--- src/rtl/mmio_uart_tx.sv ---
// mmio_uart_tx: bus-mapped 8N1 UART transmitter with an 8-deep byte FIFO.
// Ports:
//   clk       system clock
//   rst_n     asynchronous active-low reset
//   bus_addr  CPU address; registers live at BASE..BASE+4
//   bus_we    write strobe for bus_addr
//   bus_wdata write data
//   bus_rdata registered read data, one cycle after bus_addr
//   tx        serial line, idle high, LSB first
//   tx_int    one-cycle pulse when FIFO and shifter have drained
module mmio_uart_tx #(
  parameter int BASE        = 980,
  parameter int FIFO_DEPTH  = 8,
  parameter int DEFAULT_DIV = 434
) (
  input  logic        clk,
  input  logic        rst_n,
  input  logic [15:0] bus_addr,
  input  logic        bus_we,
  input  logic [7:0]  bus_wdata,
  output logic [7:0]  bus_rdata,
  output logic        tx,
  output logic        tx_int
);
  localparam int AW = $clog2(FIFO_DEPTH);
  localparam int CW = AW + 1;
  typedef enum logic [1:0] {IDLE, START, DATA, STOP} state_t;
  state_t state, state_n;
  logic [7:0]    mem [FIFO_DEPTH];
  logic [AW-1:0] wr_ptr, rd_ptr;
  logic [CW-1:0] count;
  logic          overflow, ctrl_en, ctrl_ie, cond_prev;
  logic [15:0]   div, baud_cnt, off, eff_div;
  logic [7:0]    shift, status, rd_mux;
  logic [2:0]    bit_cnt;
  logic [3:0]    cnt_disp;
  logic          wr_data, wr_ctrl, wr_lo, wr_hi, full, empty, pop, push, bit_end, cond;
  assign off      = bus_addr - 16'(BASE);
  assign wr_data  = bus_we && off == 16'd0;
  assign wr_ctrl  = bus_we && off == 16'd2;
  assign wr_lo    = bus_we && off == 16'd3;
  assign wr_hi    = bus_we && off == 16'd4;
  assign full     = count == CW'(FIFO_DEPTH);
  assign empty    = count == '0;
  assign eff_div  = div == 16'd0 ? 16'd1 : div;
  assign bit_end  = baud_cnt == 16'd0;
  assign pop      = state == IDLE && ctrl_en && !empty;
  // a pop in the same cycle frees a slot, so a full FIFO can still accept
  assign push     = wr_data && (!full || pop);
  assign cond     = state == IDLE && empty;
  // cond_prev resets high so reset release never looks like a drain event
  assign tx_int   = ctrl_ie && cond && !cond_prev;
  assign cnt_disp = (32'(count) > 32'd15) ? 4'hF : 4'(count);
  assign status   = {cnt_disp, overflow, empty, full, state != IDLE};
  assign rd_mux   = off == 16'd1 ? status :
                    off == 16'd2 ? {6'b0, ctrl_ie, ctrl_en} :
                    off == 16'd3 ? div[7:0] :
                    off == 16'd4 ? div[15:8] : 8'h00;
  always_comb begin
    state_n = state;
    case (state)
      IDLE:    if (pop) state_n = START;
      START:   if (bit_end) state_n = DATA;
      DATA:    if (bit_end && bit_cnt == 3'd7) state_n = STOP;
      STOP:    if (bit_end) state_n = IDLE;
      default: state_n = IDLE;
    endcase
  end
  always_ff @(posedge clk or negedge rst_n)
    if (!rst_n) state <= IDLE;
    else state <= state_n;
  always_ff @(posedge clk)
    if (push) mem[wr_ptr] <= bus_wdata;
  always_ff @(posedge clk or negedge rst_n) begin
    if (!rst_n) begin
      wr_ptr    <= '0;
      rd_ptr    <= '0;
      count     <= '0;
      overflow  <= 1'b0;
      ctrl_en   <= 1'b1;
      ctrl_ie   <= 1'b0;
      div       <= 16'(DEFAULT_DIV);
      baud_cnt  <= '0;
      shift     <= '0;
      bit_cnt   <= '0;
      tx        <= 1'b1;
      cond_prev <= 1'b1;
      bus_rdata <= '0;
    end else begin
      if (push) wr_ptr <= wr_ptr + 1'b1;
      // the divisor is re-sampled at every bit boundary reload
      if (pop) begin
        rd_ptr   <= rd_ptr + 1'b1;
        shift    <= mem[rd_ptr];
        bit_cnt  <= '0;
        baud_cnt <= eff_div - 16'd1;
      end else if (state != IDLE) begin
        baud_cnt <= bit_end ? eff_div - 16'd1 : baud_cnt - 16'd1;
      end
      if (state == DATA && bit_end) begin
        shift   <= shift >> 1;
        bit_cnt <= bit_cnt + 3'd1;
      end
      count <= count + CW'(push) - CW'(pop);
      if (wr_data && !push) overflow <= 1'b1;
      else if (wr_ctrl && bus_wdata[2]) overflow <= 1'b0;
      if (wr_ctrl) begin
        ctrl_en <= bus_wdata[0];
        ctrl_ie <= bus_wdata[1];
      end
      if (wr_lo) div[7:0] <= bus_wdata;
      if (wr_hi) div[15:8] <= bus_wdata;
      // tx is registered from the state, so the line trails the FSM by one clock
      tx        <= state == START ? 1'b0 : state == DATA ? shift[0] : 1'b1;
      cond_prev <= cond;
      bus_rdata <= rd_mux;
    end
  end
endmodule
--- config.mk ---
export PLATFORM = sky130hd
export DESIGN_NAME = mmio_uart_tx
export DESIGN_NICKNAME = d
export VERILOG_FILES = /design/src/rtl/mmio_uart_tx.sv
export SDC_FILE = /design/constraint.sdc
export NUM_CORES = 1
export LEC_CHECK = 0
export BUFFER_PORTS_ARGS = -buffer_cell sky130_fd_sc_hd__buf_4
export CORE_MARGIN = 2
export CORE_UTILIZATION = 45
export CTS_CLUSTER_DIAMETER = 200
export CTS_CLUSTER_SIZE = 24
export DETAILED_ROUTE_END_ITERATION = 7
export HOLD_SLACK_MARGIN = 0.06
export PLACE_DENSITY = 0.69
export SKIP_CTS_REPAIR_TIMING = 1
export SYNTH_ARGS = -nofsm -noshare
export SYNTH_HDL_FRONTEND = slang
export SYNTH_SLANG_ARGS = --single-unit
--- constraint.sdc ---
create_clock -name clk -period 8.05 [get_ports clk]
set_input_delay 0 -clock clk [delete_from_list [all_inputs] [get_ports clk]]
set_output_delay 0 -clock clk [all_outputs]
set_load 0.1 [all_outputs]
* Word level (Yosys, flattened, before mapping) *
Memory sizes are Yosys's and may differ from the RTL's.
Cells that the tools add are included.

storage, ports and cells
  RAM bits = 64
  flip-flop bits (word level) = 68
  bits in latches = 0
  memories = 1
  memory bits (read-only) = 0

cells by class
  $mul = 0
  reduce and logical (&&, ||, !) cells = 29
  add/subtract/negate cells = 8
  mux-type cells = 23
  shift-type cells = 0
  bitwise logic cells = 0
  eq/ne operators = 13
  div/mod/pow operators = 0
  magnitude comparators = 0

memory list
  name  depth  width  read ports  clocked after memory_dff  write ports  RTL line  RTL
  mem   8      8      1           0                         1            29        logic [7:0] mem [FIFO_DEPTH];

operators by type and width
  operator                                                                number
  16-bit 2-to-1 mux                                                       4
  16-bit logical NOT                                                      3
  8-bit 2-to-1 mux                                                        6
  16-bit by 2-bit == test with 1-bit output (second input constant)       2
  16-bit by 1-bit subtractor with 16-bit output (second input constant)   2
  16-bit by 1-bit == test with 1-bit output (second input constant)       1
  16-bit by 3-bit == test with 1-bit output (second input constant)       1
  16-bit by 10-bit subtractor with 16-bit output (second input constant)  1
  1-bit logical AND                                                       14
  3-bit by 1-bit adder with 3-bit output (second input constant)          3
  2-bit 2-to-1 mux                                                        4
  2-bit inequality test (second input constant)                           4
  2-bit one-hot mux with 4 select lines                                   1
  2-bit nonzero test                                                      4
  1-bit 2-to-1 mux                                                        6
  3-bit 2-to-1 mux                                                        2
  4-bit by 1-bit adder with 4-bit output                                  1
  2-bit == test (second input constant)                                   2
  4-bit == test (second input constant)                                   1
  1-bit logical NOT                                                       4
  4-bit logical NOT                                                       1
  4-bit AND reduction                                                     1
  4-bit by 1-bit subtractor with 4-bit output                             1
  3-bit == test (second input constant)                                   1
  other kinds (3)                                                         3

* Depth between registers and ports, before layout *
  depth in word-level cells = 8
  depth in mapped cells = 11

* Least setup slack after synthesis *
Ideal clock, no wire load.

  path type = reg-to-reg
  start point = register state[0]
  end point = memory mem[2][0] (enable)
  path buffers = 0
  path slack = 5.216 ns
  arrival time = 2.436 ns
  cell stages (with the launch flop) = 8
  data required time = 7.652 ns
  clock period less this slack = 2.834 ns
  path through = dfrtp_1 -> inv_1 -> ha_1 -> nand2_1 -> o211ai_1 -> and4_1 -> nand3_1 -> nor4b_1

between the ends
  cells in the longest elaborated chain, start to end = 7

ends and longest elaborated chain
  what                                    RTL line  RTL
  start: declaration                      28        state_t state, state_n;
  start signal: assignment                71        else state <= state_n;
  2-bit logical NOT                       47        assign pop = state == IDLE && ctrl_en && !empty;
  1-bit logical AND (2 in series)         47
  1-bit logical OR                        49        assign push = wr_data && (!full || pop);
  1-bit logical AND                       49
  1-bit 2-to-1 mux                        73        if (push) mem[wr_ptr] <= bus_wdata;
  1-bit 2-to-1 mux (not written as such)  73
  end: declaration                        29

No other way between the ends.

* Worst setup path in the final report *
  start point = register state[0]
  end point = memory mem[3][1] (enable)

The elaborated chain is that of the path after synthesis.

==> flow_summary.yaml <==
finish:
  drive_above_1_share_pct: 21.3
  antenna_cells: 0
  multi_input_area_um2: 2690
  mostFrequentLayoutCell: "edfxtp_1"
  syn2layout_area_growth_pct: 19.1
  final_cell_area_um2: 7700
  layout_common_cells: "64 x edfxtp_1, 60 x dfrtp_1, 50 x nand2_1, 45 x buf_4, 31 x nor2_1"
  layout.nets: 624
  regArea_um2: 3630
  nFillCells: 1099
clock_network:
  insertion_delay_ps: 420
  clockRootBuffer: "clkbuf_16"
  cts_num_sinks: 132
  numCtsBuffers: 17
  htreeDepth: 4
  path_clk_slew_ps: 60
  cts_tree: "done"
  clockBufferDepth: 2
die:
  initial_utilization_pct: 46.4
  die_w_um: 124
  die_h_um: 124
  core_um2: 13900
  design.die.area_um2: 15300
  ioPinCount: 37
  row_count: 43
detailed_routing:
  dr.first_iter.drc_count: 524
  wl_per_cell_um: 18.6
  routed_wl_um: 14400
  vias: 4567
  routed_via_density: 5.92
  ant_nets: 0
  drcViolationCount: 0
  first_pass_iters: 5
worst_setup_path:
  worstSetupEndpointType: "register"
  critPathKind: "reg2reg"
  crit_required_ps: 8090
  crit_fanout: 13
  arrival_ps: 3410
  start_kind: "register"
  r2r_start: "state[0]"
  worstSetupStartpoint: "state[0]"
timing:
  finClkSkew_ps: 14.5
  tightest_slew_ps: 1150
  slew_headroom_pct: 23.1
  rsz0062_at_grt: "no"
  period_needed_ps: 3380
  finalMaxSlewViolations: 0
  timing.final.crit_share_pct: 41.9
  finalSetupViolCount: 0
  tns_ps: 0
  timing.hold.ws_ps: 60.7
  clock.fmax_ghz: 0.296
  hold_violations: 0
global_route:
  track_usage_pct: 20.1
  antenna_found_initial: 0
  grt_pass1_wl_um: 23000
  grt_max_degree: 69
  first_global_vias: 4566
  grt.overflow.total: 0
synthesis:
  syn_area_per_cell_um2: 12.3
  netlist-cell-type-count: 67
  synthArstFlopShare_pct: 51.5
  syn-cell-area_um2: 6470
  synth-seq-cells: 132
  synthFlopType: "edfxtp_1"
  synth-edff-count: 64
  synthCells: 525
  yosysSeqAreaShare_pct: 56.2
  yosys_warnings: 0
  synth_nets: 570
power_and_ir_drop:
  total_leakage_power_nw: 3.01
  irDropWorstVdd_uv: 152
  power_density_nw_per_um2: 249
place:
  place.gp.congestion: 0.880
  place_hpwl_um: 9640
  io_buffers: 36
  postPlaceCellArea_um2: 6950
min_path:
  hold_class: "in2reg"
  worstHoldStart: "bus_addr[1]"
flow_run:
  drv_cap: 0
run_status:
  status: "finished, final reports clean"
report_power, final:
group / internal (mW) / switching [mW]
logic: 0.112 / 0.177
clock network: 0.524 / 0.294
registers: 0.757 / 0.0541
total: 1.39 / 0.524
worst paths after layout:
check / to / slack [ps] / cells after the start
max: mem[3][1] / 4670 / 7
min: overflow / 60 / 4
max reg2reg: mem[3][1] / 4670 / 7
min reg2reg: shift[4] / 490 / 2
max in group asynchronous: baud_cnt[7] / 7200 / 2
min in group asynchronous: shift[4] / 250 / 2
layer usage:
layer / track usage, % / vias to the layer above / wire, um
met1: 26.3 / 2288 / 6160
met3: 4.67 / 12 / 819
li1: - / 2109 / -
met4: 6.68 / 0 / 172
met2: 33.1 / 158 / 7210
met5: 0 / - / 0
sequential cells by signal, indices dropped and copies added (netlist names), 2 cells and up:
name / cells
mem: 64
baud_cnt: 16
div: 16
bus_rdata: 8
shift: 8
cnt_disp: 4
bit_cnt: 3
rd_ptr: 3
wr_ptr: 3
state: 2
cell type report:
class	count	share of cell area, %
clock inverter	13	2.55
tap	180	2.92
clock buffer	19	5.62
timing repair buffer	57	5.95
multi-input combinational	355	35.0
sequential	132	47.2
inverter	16	0.780
Yosys cell counts, drive strengths merged, types with 3 or more instances:
master	count	share of area [%]
nor4b	5	0.91
a31oi	3	0.29
xnor2	7	0.95
nor2	33	2.0
clkbuf	17	0.99
ha	17	3.3
nor2b	4	0.39
xor2	6	0.81
nor4	8	0.77
a211o	3	0.41
a211oi	4	0.46
mux2i	14	2.2
mux4	16	5.6
buf	5	0.31
dfstp	8	3.3
mux2	26	4.5
dfrtp	60	23
or3	5	0.56
edfxtp	64	30
nor3	21	1.6
a21oi	13	1.0
nand4	11	1.1
and3	6	0.58
o31ai	4	0.46
nor3b	5	0.66
nand3	11	0.85
a22oi	10	1.2
or4	3	0.41
o21ai	34	2.8
nand2	50	2.9
inv	16	0.93
logic make-up (layout without fill, tap and decap cells):
family	count (synthesis)	after routing	synth area share (%)
flip-flops	132	132	56.2
AND/OR/NAND/NOR	172	172	14.0
XOR/XNOR	13	13	1.76
buffers and inverters	38	105	2.23
multiplexers	56	56	12.3
AO/OA/AOI/OAI	96	96	9.93
adder cells (fa/ha/maj)	18	18	3.60
critical path: stages (launching register included):
cell and delay (ps):
dfrtp_1 420, inv_1 120, ha_1 480, nand2_1 140, o211ai_1 240, and4_1 260
nand3_1 300, nor3_1 1020
stage by stage:
| step | utilization, % | worst slack [ps] | instances | power [mW] |
|---|---|---|---|---|
| global route | 55.3 | 4390 | 772 | 2.00 |
| CTS | 54.4 | 4670 | 760 | 1.92 |
| finish | 55.3 | 4670 | 772 | 1.92 |
| floorplan | - | 5220 | 525 | 1.01 |
| detailed placement | 49.9 | 4690 | 728 | 1.10 |
| global placement | 49.9 | 4880 | 728 | 1.09 |
Power figures use the tool's default switching activity.
